--- src/rtl/parallel_serializer.sv ---
// Parallel-to-serial transmitter with a one-word skid buffer.
// Emits one bit per bit_en_i strobe, with per-bit valid and end-of-word marker.
module parallel_serializer #(
    parameter int WIDTH     = 4,
    parameter bit MSB_FIRST = 1'b1
) (
    input  logic             clk,
    input  logic             reset,
    input  logic [WIDTH-1:0] data_i,
    input  logic             valid_i,
    output logic             ready_o,
    input  logic             bit_en_i,
    output logic             x_o,
    output logic             x_valid_o,
    output logic             last_o,
    output logic             busy_o
);

    localparam int CW = $clog2(WIDTH);
    localparam logic [CW-1:0] CNT_LAST = CW'(WIDTH - 1);

    typedef enum logic {
        IDLE,
        SHIFT
    } state_t;

    state_t           state_ff, state_nxt;
    logic [WIDTH-1:0] buf_ff, buf_nxt;
    logic             buf_vld_ff, buf_vld_nxt;
    logic [WIDTH-1:0] sh_ff, sh_nxt;
    logic [CW-1:0]    cnt_ff, cnt_nxt;

    logic accept;
    logic last_strobe;
    logic load;

    always_ff @(posedge clk or negedge reset) begin
        if (!reset) begin
            state_ff   <= IDLE;
            buf_ff     <= '0;
            buf_vld_ff <= 1'b0;
            sh_ff      <= '0;
            cnt_ff     <= '0;
        end else begin
            state_ff   <= state_nxt;
            buf_ff     <= buf_nxt;
            buf_vld_ff <= buf_vld_nxt;
            sh_ff      <= sh_nxt;
            cnt_ff     <= cnt_nxt;
        end
    end

    always_comb begin
        state_nxt   = state_ff;
        buf_nxt     = buf_ff;
        buf_vld_nxt = buf_vld_ff;
        sh_nxt      = sh_ff;
        cnt_nxt     = cnt_ff;

        accept      = valid_i && !buf_vld_ff;
        last_strobe = (state_ff == SHIFT) && bit_en_i && (cnt_ff == CNT_LAST);
        load        = buf_vld_ff && ((state_ff == IDLE) || last_strobe);

        // accept and load are mutually exclusive on buf_vld_ff
        if (accept) begin
            buf_nxt     = data_i;
            buf_vld_nxt = 1'b1;
        end

        if (load) begin
            sh_nxt      = buf_ff;
            cnt_nxt     = '0;
            state_nxt   = SHIFT;
            buf_vld_nxt = 1'b0;
        end else if (last_strobe) begin
            sh_nxt    = '0;
            cnt_nxt   = '0;
            state_nxt = IDLE;
        end else if ((state_ff == SHIFT) && bit_en_i) begin
            cnt_nxt = cnt_ff + 1'b1;
            if (MSB_FIRST)
                sh_nxt = {sh_ff[WIDTH-2:0], 1'b0};
            else
                sh_nxt = {1'b0, sh_ff[WIDTH-1:1]};
        end
    end

    assign ready_o   = !buf_vld_ff;
    assign x_valid_o = (state_ff == SHIFT);
    assign x_o       = x_valid_o && (MSB_FIRST ? sh_ff[WIDTH-1] : sh_ff[0]);
    assign last_o    = x_valid_o && (cnt_ff == CNT_LAST);
    assign busy_o    = x_valid_o || buf_vld_ff;

endmodule

--- config.mk ---
export PLATFORM = sky130hd
export DESIGN_NAME = parallel_serializer
export DESIGN_NICKNAME = d
export VERILOG_FILES = /design/src/rtl/parallel_serializer.sv
export SDC_FILE = /design/constraint.sdc
export NUM_CORES = 1
export LEC_CHECK = 0
export BUFFER_PORTS_ARGS = -buffer_cell sky130_fd_sc_hd__buf_4
export CELL_PAD_IN_SITES_DETAIL_PLACEMENT = 1
export CELL_PAD_IN_SITES_GLOBAL_PLACEMENT = 1
export CORE_MARGIN = 2
export CORE_UTILIZATION = 41
export DETAILED_ROUTE_END_ITERATION = 16
export GPL_TIMING_DRIVEN = 0
export PLACE_DENSITY = 0.77
export RECOVER_POWER = 25
export SYNTH_ARGS = -nofsm -noshare
export SYNTH_HDL_FRONTEND = slang
export SYNTH_SLANG_ARGS = --single-unit
--- constraint.sdc ---
create_clock -name clk -period 2.3 [get_ports clk]
set_clock_uncertainty 0.05 [all_clocks]
set_input_delay 0.46 -clock clk [delete_from_list [all_inputs] [get_ports clk]]
set_output_delay 0.46 -clock clk [all_outputs]
set_load 0.05 [all_outputs]
Yosys cells after proc, flatten, opt, wreduce, memory -nomap -nowiden

Index checks and enable logic that the tools add are counted.

Bits of input ports: 8
Register bits: 12
Output and inout port bits: 5
Word-level logic and storage cells: 30

Eq/ne operators: 1
Bitwise logic cells: 1
Add/sub/neg operators: 1
Mux-type cells: 10
Reduce and logical (&&, ||, !) cells: 12

Operators by type and width:

| cell                | number |
|---|---|
| $mux 4              | 3 |
| $logic_and 1x1->1   | 6 |
| $mux 2              | 3 |
| $mux 1              | 4 |
| $reduce_bool 2->1   | 2 |
| $reduce_bool 3->1   | 1 |
| $add 2x1->2 const B | 1 |
| $eq 2x2->1 const B  | 1 |
| $logic_or 1x1->1    | 2 |
| $logic_not 1->1     | 1 |
| $not 1->1           | 1 |

Longest topological paths before layout

Word-level depth: 5
Mapped depth: 5
Mapped depth without buffers: 4

Worst setup path before layout

OpenSTA, ideal clock, no wires.

Path type: register to output
Start: register state_ff (netlist: x_valid_o)
End: output port last_o
Arrival time: 1.271 ns
Cell stages (with the launch flop): 3
Data required time: 1.790 ns
Slack: 0.519 ns
Cells stage by stage: dfrtp_1 buf_6 and2_1

Cells in the longest elaborated chain, start to end: 1

RTL lines:

| what                     | line | text |
|---|---|---|
| start: declaration       | 27   | `state_t state_ff, state_nxt;` |
| start signal: assignment | 45   | `state_ff <= state_nxt;` |
| $logic_and 1x1->1        | 91   | `assign last_o = x_valid_o && (cnt_ff == CNT_LAST);` |
| end: declaration         | 15   | `output logic last_o,` |

No other way between the ends.

Worst setup path in the final report

Start: register cnt_ff[0]
End: output port last_o

Cells in the longest elaborated chain, start to end: 2

RTL lines:

| what                     | line | text |
|---|---|---|
| start: declaration       | 31   | `logic [CW-1:0] cnt_ff, cnt_nxt;` |
| start signal: assignment | 49   | `cnt_ff <= cnt_nxt;` |
| $eq 2x2->1               | 91   |  |
| $logic_and 1x1->1        | 91   |  |

No other way between the ends.

==> summary.md <==
| Metric | Value |
|---|---|
| ANT nets after route | `0` |
| Min Tclk post-route | `1925 ps` |
| CTS Buf Count | `3` |
| Setup TNS | `0 ps` |
| Via/cell ratio | `5.439` |
| Vias | `533` |
| Min-Delay Startpoint | `data_i[2]` |
| Worst-path clk slew | `80 ps` |
| Netlist cell types | `26` |
| Initial DRC Count | `6` |
| H-tree levels | `1` |
| Post-synthesis cell area | `628.1 um2` |
| Layout cells sized above 1 | `26.83%` |
| Clock Sinks | `12` |
| Hold Path Class | `primary input to flop` |
| Die W | `43.14 um` |
| Max VDD drop | `0.6575 mV` |
| RSZ-0062 raised after global routing | `false` |
| Synth Flop Type | `dfrtp_1` |
| Fin. Hold Viols | `0` |
| Most frequent cell after synthesis | `dfrtp_1` |
| Number of global-route vias before repair | `586` |
| Max Cap Violations | `0` |
| Post-layout net count | `92` |
| Initial antenna violation count | `0` |
| DR WL/cell | `14.32 um` |
| Slew Viols, Final | `0` |
| Row cnt | `14` |
| Bufs on Longest Clock Path | `2` |
| Crit-path max FO | `10` |
| Post-route cell area | `780.7 um2` |
| Post-synth EDFFs | `0` |
| GR Util met1 | `22.96%` |
| Die area | `1861 um2` |
| R2R Path Start | `cnt_ff[0]$_DFFE_PN0P_` |
| Ports | `13` |
| Worst slew pin tran | `674.9 ps` |
| GR Util met3 | `2.553%` |
| Die Y | `43.14 um` |
| GP Congestion | `0.7845` |
| Final WL | `1403 um` |
| Fmax | `519.5 MHz` |
| Total power density per cell area | `1345 nW/um2` |
| Worst-Skew Late Latency | `270 ps` |
| Sequential share of the synthesized area | `47.81%` |
| Largest net degree at the start of global routing | `13` |
| DP Area | `738.2 um2` |
| Global route hottest layer | `met2` |
| DRC viols | `0` |
| Initial Utilization | `42.69%` |
| Crit path DAT | `1410 ps` |
| Critical Path Source Type | `flop` |
| Overflow after GRT | `0` |
| Ys Warns | `0` |
| Synthesis-to-layout area growth | `24.30%` |
| Drt pass-1 iters | `2` |
| Post-Syn Instances | `65` |
| Pleak | `0.3584 nW` |
| Ant diodes | `0` |
| Leading area contributor after synthesis | `dfrtp_1` |
| Worst Setup SP | `cnt_ff[0]$_DFFE_PN0P_` |
| CP Capture Type | `output pin` |
| Tcrit/Tclk final | `83.69%` |
| Ranking of synthesized cells by area | `dfrtp_1 (48%), buf_6 (5.4%), nand2_1 (4.2%), a221oi_1 (4.2%), o21ai_1 (4.0%)` |
| Root Buffer | `clkbuf_4` |
| Hold Slack | `346.4 ps` |
| Asr flop ratio synth | `100.0%` |
| TritonCTS clock tree | `yes` |
| All-layer global routing usage | `17.57%` |
| First-pass GRT wire length | `2484 um` |
| Total core area | `1471 um2` |
| Syn Area/Cell | `9.663 um2` |
| Post-cts resize count | `0` |
| Status | `finished, final reports clean` |
| Global routing usage on met2 | `28.66%` |
| Top post-synthesis cells by count | `dfrtp_1 (12), nand2_1 (7), inv_1 (5), o21ai_1 (5)` |
| Register bit total from synthesis | `12` |
| I/O Buffers | `12` |
| Worst endpoint required time | `1790 ps` |
| Detailed placer's ending HPWL | `1031 um` |
| Endpoints failing setup | `0` |
| Setup Crit Path Kind | `flop to output pin` |
| Power Total | `1.050 mW` |
| Buffers inserted by post-CTS timing repair | `0` |
| Top-area cell type share of the netlist area | `47.81%` |
| Slew headroom | `55.00%` |
| Post-CTS Hold Fix Bufs | `1` |
| Synth Net Count | `74` |
-- per-layer routing --
metal | vias up | part of all wire (%)
met5 | - | 0
met4 | 0 | 2.1
met1 | 263 | 46
li1 | 257 | -
met2 | 9 | 49
met3 | 4 | 3.1
-- registers in the layout (all words and copies together) (netlist names) --
name,count
buf_vld_ff,1
buf_ff,4
x_valid_o,1
sh_ff,4
cnt_ff,2
-- critical path, stage by stage (launching register included) --
cell	delay [ps]
dfrtp_1	420
ha_1	200
buf_2	170
and2_1	170
buf_4	180
-- through the flow --
stage / cells / util (%) / setup WS [ps]
final: 98 / 53.06 / 375.2
after global routing: 98 / 53.06 / 295.8
after CTS: 98 / 53.32 / 362.7
after detailed placement: 93 / 50.17 / 669.7
after global placement: 93 / 50.17 / 689.4
after floorplan: 65 / - / 518.9
-- path summary, 6_finish.rpt --
path,endpoint,slack (ps),cells past startpoint
worst max-delay path,last_o,380,4
worst min-delay path,buf_ff[2]$_DFFE_PN0P_,350,3
worst max register to register,sh_ff[1]$_DFFE_PN0P_,830,5
worst min register to register,buf_ff[0]$_DFFE_PN0P_,470,1
max in group asynchronous,buf_ff[2]$_DFFE_PN0P_,1090,2
min in group asynchronous,cnt_ff[0]$_DFFE_PN0P_,680,2
-- cell type report --
class | count | area, um2
tap | 16 | 20.02
multi-input combinational | 42 | 259.0
timing repair buffer | 13 | 96.34
buffer | 5 | 46.29
sequential | 12 | 300.3
fill | 179 | 690.7
inverter | 6 | 22.52
clock buffer | 4 | 36.28
-- where the power goes --
part           switching (mW)  internal (mW)  total (mW)
sequential             0.0590          0.308       0.367
combinational           0.303          0.209       0.513
clock                  0.0745         0.0960       0.170
-- placed cells by master, fill, tap and decap left out --
cell type       n
buf_4          12
dfrtp_1        12
nand2_1         7
inv_1           5
o21ai_1         5
o21ai_0         4
a21oi_1         4
buf_6           3
a221oi_1        3
clkbuf_4        3
and2_1          2
nor2b_1         2
nand2b_1        2
nand3_1         2
clkinv_1        1
buf_2           1
or2_1           1
mux2_1          1
and2_4          1
or2b_1          1
mux2i_1         1
nand4_1         1
o221ai_1        1
a31o_2          1
a31oi_1         1
nor3b_1         1
ha_1            1
clkbuf_8        1
dlygate4sd3_1   1
clkbuf_1        1
-- cells by family (layout without fill, tap and decap cells) --
logic type	after synthesis	after routing	synth area share, %
mux	2	2	3.386
buf+inv	11	28	10.96
compound gates	19	19	18.33
simple gates	20	20	17.53
fa+ha+maj	1	1	1.992
flops	12	12	47.81
Power figures use the tool's default switching activity.
